[src/rtl/cert_response_parser_pkg.sv]
// Shared definitions for the CERTIFICATE response parser: message types,
// local error codes and one-hot FSM state encodings.
package cert_response_parser_pkg;

  localparam logic [7:0] MSG_TYPE_CERTIFICATE = 8'h02;
  localparam logic [7:0] MSG_TYPE_ERROR       = 8'h7F;

  localparam logic [7:0] ERR_PROTO_VER = 8'h01;
  localparam logic [7:0] ERR_MSG_TYPE  = 8'h02;
  localparam logic [7:0] ERR_SLOT      = 8'h03;
  localparam logic [7:0] ERR_TRUNCATED = 8'h04;
  localparam logic [7:0] ERR_OVERFLOW  = 8'h05;
  localparam logic [7:0] ERR_CHAIN_LEN = 8'h06;

  typedef enum logic [4:0] {
    IDLE    = 5'b00001,
    HDR     = 5'b00010,
    PAYLOAD = 5'b00100,
    DRAIN   = 5'b01000,
    DONE    = 5'b10000
  } parser_state_t;

endpackage

[src/rtl/cert_response_parser.sv]
// Parses one CERTIFICATE response per request: validates the 4-byte header,
// forwards payload bytes to cert storage and reports a per-response verdict.
module cert_response_parser
  import cert_response_parser_pkg::*;
#(
  parameter int         CHUNK_LEN = 64,
  parameter logic [7:0] PROTO_VER = 8'h01
) (
  input  logic        clk,
  input  logic        reset,
  input  logic        enable,
  input  logic [1:0]  exp_slot,
  input  logic [15:0] exp_offset,
  input  logic [7:0]  rx_byte,
  input  logic        rx_valid,
  input  logic        rx_last,
  output logic [7:0]  cert_byte,
  output logic        cert_valid,
  output logic        resp_done,
  output logic        resp_valid,
  output logic        resp_error,
  output logic        err_remote,
  output logic [7:0]  err_code,
  output logic [15:0] chain_len,
  output logic [7:0]  expected_certificates,
  output logic        busy
);

  localparam int          CHUNK_SHIFT = $clog2(CHUNK_LEN);
  localparam logic [8:0]  CHUNK_MAX   = 9'(CHUNK_LEN);
  localparam logic [16:0] CHUNK_ROUND = 17'(CHUNK_LEN - 1);

  // Number of chunks needed to carry len bytes, clamped to the 8-bit output.
  function automatic logic [7:0] ceil_chunks(input logic [15:0] len);
    logic [16:0] quot;
    quot = ({1'b0, len} + CHUNK_ROUND) >> CHUNK_SHIFT;
    return (quot > 17'd255) ? 8'hFF : quot[7:0];
  endfunction

  parser_state_t state;
  logic [1:0]    hdr_idx;
  logic          is_error_msg;
  logic          first_chunk;
  logic          err_flag;
  logic [8:0]    pay_cnt;
  logic [15:0]   chain_tmp;

  logic          accept;
  logic [1:0]    hdr_pos;
  logic [8:0]    pay_next;
  logic [15:0]   chain_full;
  logic          fail;
  logic [7:0]    fail_code;
  logic          fail_remote;
  logic          go_done;
  logic          go_drain;
  logic          go_payload;
  logic          forward;
  logic          final_err;

  assign busy = (state != IDLE);

  // Per-byte decision: which check (if any) this byte fails and where the FSM goes.
  always_comb begin
    accept      = rx_valid && enable;
    hdr_pos     = (state == IDLE) ? 2'd0 : hdr_idx;
    pay_next    = pay_cnt + 9'd1;
    chain_full  = (pay_cnt == 9'd1) ? {rx_byte, chain_tmp[7:0]} : chain_tmp;
    fail        = 1'b0;
    fail_code   = 8'h00;
    fail_remote = 1'b0;
    go_done     = 1'b0;
    go_drain    = 1'b0;
    go_payload  = 1'b0;
    forward     = 1'b0;
    if (accept) begin
      case (state)
        IDLE, HDR: begin
          case (hdr_pos)
            2'd0: begin
              if (rx_byte != PROTO_VER) begin
                fail      = 1'b1;
                fail_code = ERR_PROTO_VER;
              end
            end
            2'd1: begin
              if (rx_byte != MSG_TYPE_CERTIFICATE && rx_byte != MSG_TYPE_ERROR) begin
                fail      = 1'b1;
                fail_code = ERR_MSG_TYPE;
              end
            end
            2'd2: begin
              if (is_error_msg) begin
                fail        = 1'b1;
                fail_code   = rx_byte;
                fail_remote = 1'b1;
              end else if (rx_byte[1:0] != exp_slot) begin
                fail      = 1'b1;
                fail_code = ERR_SLOT;
              end
            end
            default: ;
          endcase
          // A peer ERROR still walks through b3 before draining its body.
          if (fail) begin
            go_done  = rx_last;
            go_drain = !rx_last && !fail_remote;
          end else if (hdr_pos == 2'd3 && is_error_msg) begin
            go_done  = rx_last;
            go_drain = !rx_last;
          end else if (rx_last) begin
            fail      = 1'b1;
            fail_code = ERR_TRUNCATED;
            go_done   = 1'b1;
          end else if (hdr_pos == 2'd3) begin
            go_payload = 1'b1;
          end
        end
        PAYLOAD: begin
          if (pay_next > CHUNK_MAX) begin
            fail      = 1'b1;
            fail_code = ERR_OVERFLOW;
            go_done   = rx_last;
            go_drain  = !rx_last;
          end else begin
            forward = 1'b1;
            if (rx_last) begin
              go_done = 1'b1;
              if (first_chunk && (pay_next < 9'd2 || chain_full == 16'd0)) begin
                fail      = 1'b1;
                fail_code = ERR_CHAIN_LEN;
              end
            end
          end
        end
        DRAIN: go_done = rx_last;
        default: ;
      endcase
    end
    final_err = err_flag || fail;
  end

  // FSM and all registered outputs; an enable drop abandons the message silently.
  always_ff @(posedge clk) begin
    if (reset) begin
      state                 <= IDLE;
      hdr_idx               <= 2'd0;
      is_error_msg          <= 1'b0;
      first_chunk           <= 1'b0;
      err_flag              <= 1'b0;
      pay_cnt               <= 9'd0;
      chain_tmp             <= 16'd0;
      cert_byte             <= 8'h00;
      cert_valid            <= 1'b0;
      resp_done             <= 1'b0;
      resp_valid            <= 1'b0;
      resp_error            <= 1'b0;
      err_remote            <= 1'b0;
      err_code              <= 8'h00;
      chain_len             <= 16'd0;
      expected_certificates <= 8'h00;
    end else begin
      cert_valid <= 1'b0;
      resp_done  <= 1'b0;
      resp_valid <= 1'b0;
      resp_error <= 1'b0;
      if (state != IDLE && !enable) begin
        state     <= IDLE;
        hdr_idx   <= 2'd0;
        pay_cnt   <= 9'd0;
        err_flag  <= 1'b0;
        chain_tmp <= 16'd0;
      end else if (state == DONE) begin
        state <= IDLE;
      end else if (accept) begin
        if (state == IDLE) begin
          state        <= HDR;
          err_flag     <= 1'b0;
          err_code     <= 8'h00;
          err_remote   <= 1'b0;
          is_error_msg <= 1'b0;
          first_chunk  <= (exp_offset == 16'd0);
          pay_cnt      <= 9'd0;
          chain_tmp    <= 16'd0;
        end
        if (state == IDLE || state == HDR) begin
          hdr_idx <= hdr_pos + 2'd1;
        end
        if (state == HDR && hdr_idx == 2'd1) begin
          is_error_msg <= (rx_byte == MSG_TYPE_ERROR);
        end
        if (forward) begin
          cert_byte  <= rx_byte;
          cert_valid <= 1'b1;
          pay_cnt    <= pay_next;
          if (pay_cnt == 9'd0) chain_tmp[7:0]  <= rx_byte;
          if (pay_cnt == 9'd1) chain_tmp[15:8] <= rx_byte;
        end
        if (fail) begin
          err_flag   <= 1'b1;
          err_code   <= fail_code;
          err_remote <= fail_remote;
        end
        if (go_done) begin
          state      <= DONE;
          resp_done  <= 1'b1;
          resp_valid <= !final_err;
          resp_error <= final_err;
          if (!final_err && first_chunk) begin
            chain_len             <= chain_full;
            expected_certificates <= ceil_chunks(chain_full);
          end
        end else if (go_drain) begin
          state <= DRAIN;
        end else if (go_payload) begin
          state <= PAYLOAD;
        end
      end
    end
  end

endmodule
[config.mk]
export PLATFORM = sky130hd
export DESIGN_NAME = cert_response_parser
export DESIGN_NICKNAME = d
export VERILOG_FILES = /design/src/rtl/cert_response_parser_pkg.sv /design/src/rtl/cert_response_parser.sv
export SDC_FILE = /design/constraint.sdc
export NUM_CORES = 1
export LEC_CHECK = 0
export ABC_AREA = 1
export CAP_MARGIN = 20
export CORE_ASPECT_RATIO = 0.7
export CORE_MARGIN = 8
export CORE_UTILIZATION = 45
export CTS_BUF_LIST = sky130_fd_sc_hd__clkbuf_4 sky130_fd_sc_hd__clkbuf_8 sky130_fd_sc_hd__clkbuf_16
export CTS_CLUSTER_SIZE = 30
export DETAILED_ROUTE_END_ITERATION = 6
export PLACE_DENSITY = 0.69
export SYNTH_ARGS = -nofsm -noshare
export SYNTH_HDL_FRONTEND = slang
export SYNTH_SLANG_ARGS = --single-unit
[constraint.sdc]
create_clock -name clk -period 3.1 [get_ports clk]
set_input_delay 0.62 -clock clk [delete_from_list [all_inputs] [get_ports clk]]
set_output_delay 0.62 -clock clk [all_outputs]
set_load 0.05 [all_outputs]
==> summary.md, run 1 <==
| Metric | Value |
|---|---|
| Die area | roughly 0.014 mm² |
| Worst-path clk slew | roughly 0.06 ns |
| First-pass GRT wire length | ~21 mm |
| Pwr Density | 546.1 mW/mm² |
| Antenna violations before repair | 0 |
| Top cell type by total area after synthesis | dfxtp_1 |
| CTS tree | built |
| Initial drt markers | 408 |
| CP Max Fanout | 18 |
| CP startpoint kind | register |
| Post-synthesis sequential area ratio | a little over a third |
| # hold bufs at CTS | 0 |
| Netlist Area Pre-Place | between 0.004 and 0.005 mm² |
| Drt first pass iters | 5 |
| Post-synth cell types | 40 |
| Vias in the first global route | between 4000 and 5000 |
| Vias | between 4000 and 5000 |
| Final setup violation count | 0 |
| Final hold vios | 0 |
| Wire length per cell | roughly 14 µm |
| R2R cell count | 18 |
| Post-Synthesis Cells | between 700 and 800 |
| Fin Setup TNS | 0 ns |
| RSZ-0062 raised after global routing | no |
| Fillcell total | around 980 |
| Total track usage | between 10% and 20% |
| Slew HR | 58.13% |
| Inst Count DP | approximately 900 |
| Ys async rst share | 0% |
| Max Cap Viol | 0 |
| Final net count | a little over 800 |
| # rows | 31 |
| Worst EP required | approximately 3.3 ns |
| Setup CP Type | reg -> reg |
| Synth top area share | a little over a third |
| Detail Placement HPWL | between 9 and 10 mm |
| Post-Syn Nets | about 740 |
| Vias per cell | a little over 5 |
| GP Congestion | between 0.9 and 1 |
| CTS buffer count | 9 |
| CP endpoint kind | register |
| Achievable Freq | ~360 MHz |
| Max-slew violation count | 0 |
| P&R area growth vs syn | 25.82% |
| Yosys reg bits | 80 |
| Worst-Margin Slew | between 0.6 and 0.7 ns |
| Post-synth EDFFs | 0 |
| Ant diodes | 0 |
| WL final | 13.02 mm |
| Initial cell density of the core | approximately 45% |
| H-tree depth | 3 |
| LEAKAGE | around 2.6 nW |
| Buffers on Ports | 76 |
| Tot Pwr | between 0.003 and 0.004 W |
| Hold path depth | 1 |
| Post-Layout Cell Count | slightly above 900 |
| Crit path DAT | roughly 3 ns |
| Antenna Nets Post-Route | 0 |
| Outcome | complete, no violations |
| Synth Flop Type | dfxtp_1 |
| Grt ovf | 0 |
| Total I/O pin count | 77 |
| DR DRC count | 0 |
| Util after Layout | ~57% |
| CTS sink cnt | 80 |
| Die Wd | 136.8 µm |
| Longest Clk Path Bufs | 2 |
| Crit share post-route | between 80 and 90% |
| YS warnings | 0 |
| CTS root buffer | clkbuf_16 |
| Share of layout cells above drive strength 1 | approximately 10% |
| Worst skew pair latency | roughly 0.35 ns |
| Worst VDD drop | about 370 µV |
| Largest net degree at the start of global routing | 37 |
| Synth area leaders | dfxtp_1 35%, nand2_1 14%, inv_1 8.8% |
| Hold Path Class | reg -> reg |
| Core Area | 0.01012 mm² |
| Die boundary height | approximately 100 µm |
| Synth Area per Inst | between 6 and 7 µm² |
| Final Critical Period | 2.781 ns |
| Clock skew | between 0.006 and 0.007 ns |
| WHS | ~0.46 ns |
[routing by layer]
metal,vias up,global-route usage [%],wire length (µm)
li1,2376,-,-
met1,2104,26.84,6494
met2,166,26.94,5150
met3,20,6.026,1103
met4,0,6.656,269
met5,-,0,0
[what timing repair did]
item / CTS / global route
resized for setup: 0 / 5
setup endpoints to repair: 0 / 27
setup buffers: 0 / 1
[where the power goes]
group / switching (W) / internal (W)
clock: 0.000450 / 0.000623
combinational: 0.000673 / 0.000290
sequential: 0.0000358 / 0.00108
[Yosys cell counts (2+ instances only)]
cell / instances
nor2_2: 4
o21ai_1: 17
nor4_1: 5
nor2_1: 73
buf_2: 4
nand3_2: 4
buf_6: 4
o21ai_0: 12
buf_4: 2
o211ai_1: 8
clkinv_1: 2
nor2_4: 2
nor3_1: 10
nand3_4: 2
buf_1: 2
nand2_2: 12
a21oi_1: 41
nand2_4: 3
nand3_1: 44
xor2_1: 2
xnor2_1: 2
dfxtp_1: 80
clkbuf_1: 13
nor2_8: 2
nand2_1: 173
inv_1: 108
nand4_1: 25
o22ai_1: 8
nand3b_1: 2
ha_1: 9
inv_2: 15
a22oi_1: 4
[registers in the layout, summed over array words and instances (netlist names)]
signal / count
chain_len: 16
chain_tmp: 16
pay_cnt: 9
cert_byte: 8
err_code: 8
expected_certificates: 8
state: 5
hdr_idx: 2
cert_valid: 1
err_flag: 1
err_remote: 1
first_chunk: 1
is_error_msg: 1
resp_done: 1
resp_error: 1
resp_valid: 1
[cells by family after synthesis]
| family | after synthesis | share of synthesized area (%) |
|---|---|---|
| xor gates and xnor gates | 5 | 1.117 |
| buffers and inverters | 151 | 13.51 |
| adders and majority gates | 9 | 2.451 |
| and+or+nand+nor | 363 | 36.74 |
| DFF | 80 | 34.86 |
| AOI/OAI and AO/OA | 94 | 11.33 |
[worst max-delay path: stages (launching register included)]
cell        delay [ns]
dfxtp_1           0.36
inv_1             0.07
nand2_1           0.08
inv_1             0.05
nand4_1           0.15
clkinvlp_4        0.19
nor2_4            0.17
inv_1             0.09
ha_1              0.22
nand2_1           0.11
nand3_1           0.09
nand2_1           0.12
nand2_1           0.07
nand2_1           0.10
nand3_4           0.10
nand2_4           0.19
nand3_4           0.24
nor2_1            0.19
nor2_1            0.06
[final cells by class]
| type | instances | area [µm²] | share of cell area, % |
|---|---|---|---|
| flip-flops and latches | 80 | 1602 | 27.71 |
| well taps | 132 | 165.2 | 2.857 |
| multi-input cells | 472 | 2400 | 41.52 |
| inverters | 125 | 473.0 | 8.182 |
| clock inverters | 7 | 72.57 | 1.255 |
| repair buffers | 87 | 843.3 | 14.59 |
| clock buffers | 9 | 225.2 | 3.896 |
[through the flow]
stage	instance area, µm²	setup WS, ns
after floorplan	4594	0.6165
after global placement	5444	0.01284
after detailed placement	5444	-0.06171
after CTS	5742	0.04398
after global routing	5781	0.03903
final	5781	0.3195
[cell usage in the layout, fill, tap and decap left out, drive strengths merged, types with 2 or more instances in the layout]
cell,count
nor3,10
nor4,6
nand3,51
nor2,81
o211ai,8
inv,122
nand2,188
clkbuf,9
a22oi,4
nand3b,2
ha,9
nand4,25
o21ai,30
clkinv,6
xnor2,2
clkdlybuf4s50,76
a21oi,41
o22ai,8
xor2,3
dfxtp,80
clkinvlp,3
buf,11
[path summary, 6_finish.rpt]
check / startpoint / endpoint / slack (ns)
setup / recovery: state[2]$_SDFFE_PP0P_ / expected_certificates[6]$_SDFFE_PP0P_ / 0.32
hold / removal: err_flag$_SDFFE_PP0P_ / resp_valid$_SDFF_PP0_ / 0.46
setup reg to reg: state[2]$_SDFFE_PP0P_ / expected_certificates[6]$_SDFFE_PP0P_ / 0.32
hold reg to reg: err_flag$_SDFFE_PP0P_ / resp_valid$_SDFF_PP0_ / 0.46
Note: power is estimated with default switching activity, not from simulation.
==> inputs of run 2 (changes only) <==
Settings changed: CORE_MARGIN 8 to 2.
==> run 2 against run 1 <==
Effect of this change: combinational power shrank 3.4%; first-iteration DRC count shrank 28%; flip-flop and latch count unchanged; final cell count decreased by 0.33%; highest routed layer unchanged; largest cell class unchanged; design area up 0.89%; sequential share of layout area is 0.24 points lower; worst setup slack worse by 0.0072 ns; wire length decreased by 2.1%.
==> summary.md, run 2 (same netlist as run 1, synthesis figures left out) <==
| Metric | Value |
|---|---|
| Area of the multi-input gates | around 0.0024 mm² |
| CTS tree | built |
| CP startpoint kind | register |
| WL final | 12.74 mm |
| # rows | 30 |
| Largest net degree at the start of global routing | 37 |
| Gate power share | between 20% and 30% |
| Crit share post-route | 89.93% |
| Die Wd | about 120 µm |
| Commonest non-fill, non-tap cell in the layout | nand2_1 |
| Outcome | complete, no violations |
| Worst EP required | roughly 3.3 ns |
| Worst VDD drop | about 310 µV |
| Seq pwr share | 34.7% |
| Pwr Density | 553.2 mW/mm² |
| CTS buffer count | 9 |
| CTS sink cnt | 80 |
| Die boundary height | 88.54 µm |
| Worst skew pair latency | ~0.34 ns |
| Final net count | ~800 |
| Slew HR | between 40 and 50% |
| Sw frac | 34.43% |
| Commonest cells after routing, fill and taps aside | 173 x nand2_1, 107 x inv_1, 80 x dfxtp_1 |
| Antenna violations before repair | 0 |
| Area after DPL | 0.005459 mm² |
| Total I/O pin count | 77 |
| RSZ-0062 raised after global routing | no |
| Crit path DAT | approximately 3.0 ns |
| DR DRC count | 0 |
| Share of layout cells above drive strength 1 | 9.987% |
| Ant diodes | 0 |
| Final Critical Period | approximately 2.8 ns |
| CTS root buffer | clkbuf_16 |
| Cell-internal power | around 0.0021 W |
| Vias per cell | 5.123 |
| Hold Path Class | reg -> reg |
| Core Area | 0.009797 mm² |
| Initial drt markers | 293 |
| Total track usage | between 20 and 25% |
| Final hold vios | 0 |
| Detail Placement HPWL | around 9.3 mm |
| Max Cap Viol | 0 |
| Sequential Area | roughly 0.0016 mm² |
| Longest Clk Path Bufs | 2 |
| Final setup violation count | 0 |
| First-pass GRT wire length | between 20 and 25 mm |
| Final Cell Area | between 0.005 and 0.006 mm² |
| Fin Setup TNS | 0 ns |
| Clock power frac | between 30% and 40% |
| GP Congestion | approximately 0.95 |
| Max-slew violation count | 0 |
| H-tree depth | 3 |
| Fillcell total | between 800 and 900 |
| Antenna Nets Post-Route | 0 |
| R2R cell count | 14 |
| # hold bufs at CTS | 0 |
| Initial cell density of the core | between 40% and 50% |
| Psw | 0.001111 W |
| Wire length per cell | 14.02 µm |
| P&R area growth vs syn | 26.93% |
| Vias in the first global route | about 4200 |
| Worst-path clk slew | ~0.060 ns |
| Setup CP Type | reg -> reg |
| Clock skew | slightly above 0.007 ns |
| Worst-Margin Slew | 0.7579 ns |
| CP Max Fanout | 13 |
| LEAKAGE | between 2 and 3 nW |
| Grt ovf | 0 |
| Die area | 0.01105 mm² |
| Hold path depth | 1 |
| CP endpoint kind | register |
| Vias | 4657 |
| Achievable Freq | about 360 MHz |
| Drt first pass iters | 5 |
| Biggest regs | chain_len (16), chain_tmp (16), pay_cnt (9) |
| Buffers on Ports | 76 |
==> run 2: cell types whose count changed in the layout (fill, tap and decap cells not counted) <==
| cell | before | now |
|---|---|---|
| clkinvlp_4 | 3 | 0 |
| buf_12 | 0 | 2 |
| clkbuf_8 | 0 | 2 |
| buf_4 | 11 | 10 |
| bufinv_16 | 1 | 2 |
| clkinv_2 | 2 | 3 |
| clkinv_4 | 2 | 1 |
| nor2_1 | 71 | 72 |
| nor2_4 | 3 | 2 |
==> run 2: final timing paths <==
check                                        startpoint                   endpoint  slack [ns]
worst min register to register    err_flag$_SDFFE_PP0P_      resp_valid$_SDFF_PP0_        0.46
worst max-delay path            pay_cnt[0]$_SDFFE_PP0P_  chain_tmp[4]$_SDFFE_PP0P_        0.31
worst min-delay path              err_flag$_SDFFE_PP0P_      resp_valid$_SDFF_PP0_        0.46
worst max register to register  pay_cnt[0]$_SDFFE_PP0P_  chain_tmp[4]$_SDFFE_PP0P_        0.31
==> run 2: layout make-up <==
class                   instances  area share (%)
multi-input cells             472           41.02
flip-flops and latches         80           27.46
repair buffers                 88           15.02
inverters                     125           8.067
clock buffers                  11           4.334
well taps                     128           2.746
clock inverters                 5           1.352
==> run 2: critical path: stages (launching register included) <==
cell and delay, ns:
dfxtp_1 0.48, ha_1 0.26, nand3_2 0.13, nor2_4 0.16
nand3_1 0.09, nand2_1 0.09, nand2_1 0.05, nor2_1 0.14
nand2_1 0.10, nand2_1 0.14, nand3_2 0.29, nor2_2 0.40
nand2_1 0.16, nand3_1 0.12, a21oi_1 0.06
==> run 2: metrics by stage <==
| stage | std cells | hold WS, ns | utilization, % | worst slack, ns | power, W |
|---|---|---|---|---|---|
| finish | 909 | 0.4614 | 59.53 | 0.3122 | 0.003226 |
| global route | 909 | 0.4759 | 59.53 | 0.01561 | 0.003374 |
| CTS | 907 | 0.4720 | 59.11 | 0.1928 | 0.003214 |
| detailed placement | 891 | 0.4612 | 55.72 | 0.03365 | 0.002038 |
| global placement | 891 | 0.4420 | 55.72 | 0.1259 | 0.002024 |
| floorplan | 702 | 0.4215 | - | 0.6165 | 0.001761 |
==> run 2: layer usage <==
layer / vias to the layer above / track usage [%] / share of wire, % / routed length (µm)
met5: - / 0 / 0 / 0
met3: 10 / 5.139 / 6.5 / 833
met2: 159 / 36.21 / 42 / 5396
met4: 0 / 6.231 / 1.0 / 133
met1: 2112 / 32.70 / 50 / 6379
li1: 2376 / - / - / -
==> run 2: power groups by stage <==
stage | Combinational, W | Clock (W) | Sequential (W)
final | 0.000930 | 0.00118 | 0.00112
after global routing | 0.00101 | 0.00124 | 0.00113
after CTS | 0.000901 | 0.00119 | 0.00112
after detailed placement | 0.000896 | 0 | 0.00114
after global placement | 0.000885 | 0 | 0.00114
after floorplan | 0.000567 | 0 | 0.00119
==> run 2: timing repair <==
| action | in CTS | in global routing |
|---|---|---|
| endpoints found under the setup margin | 0 | 27 |
| resized for setup | 0 | 4 |
| setup buffers | 0 | 1 |
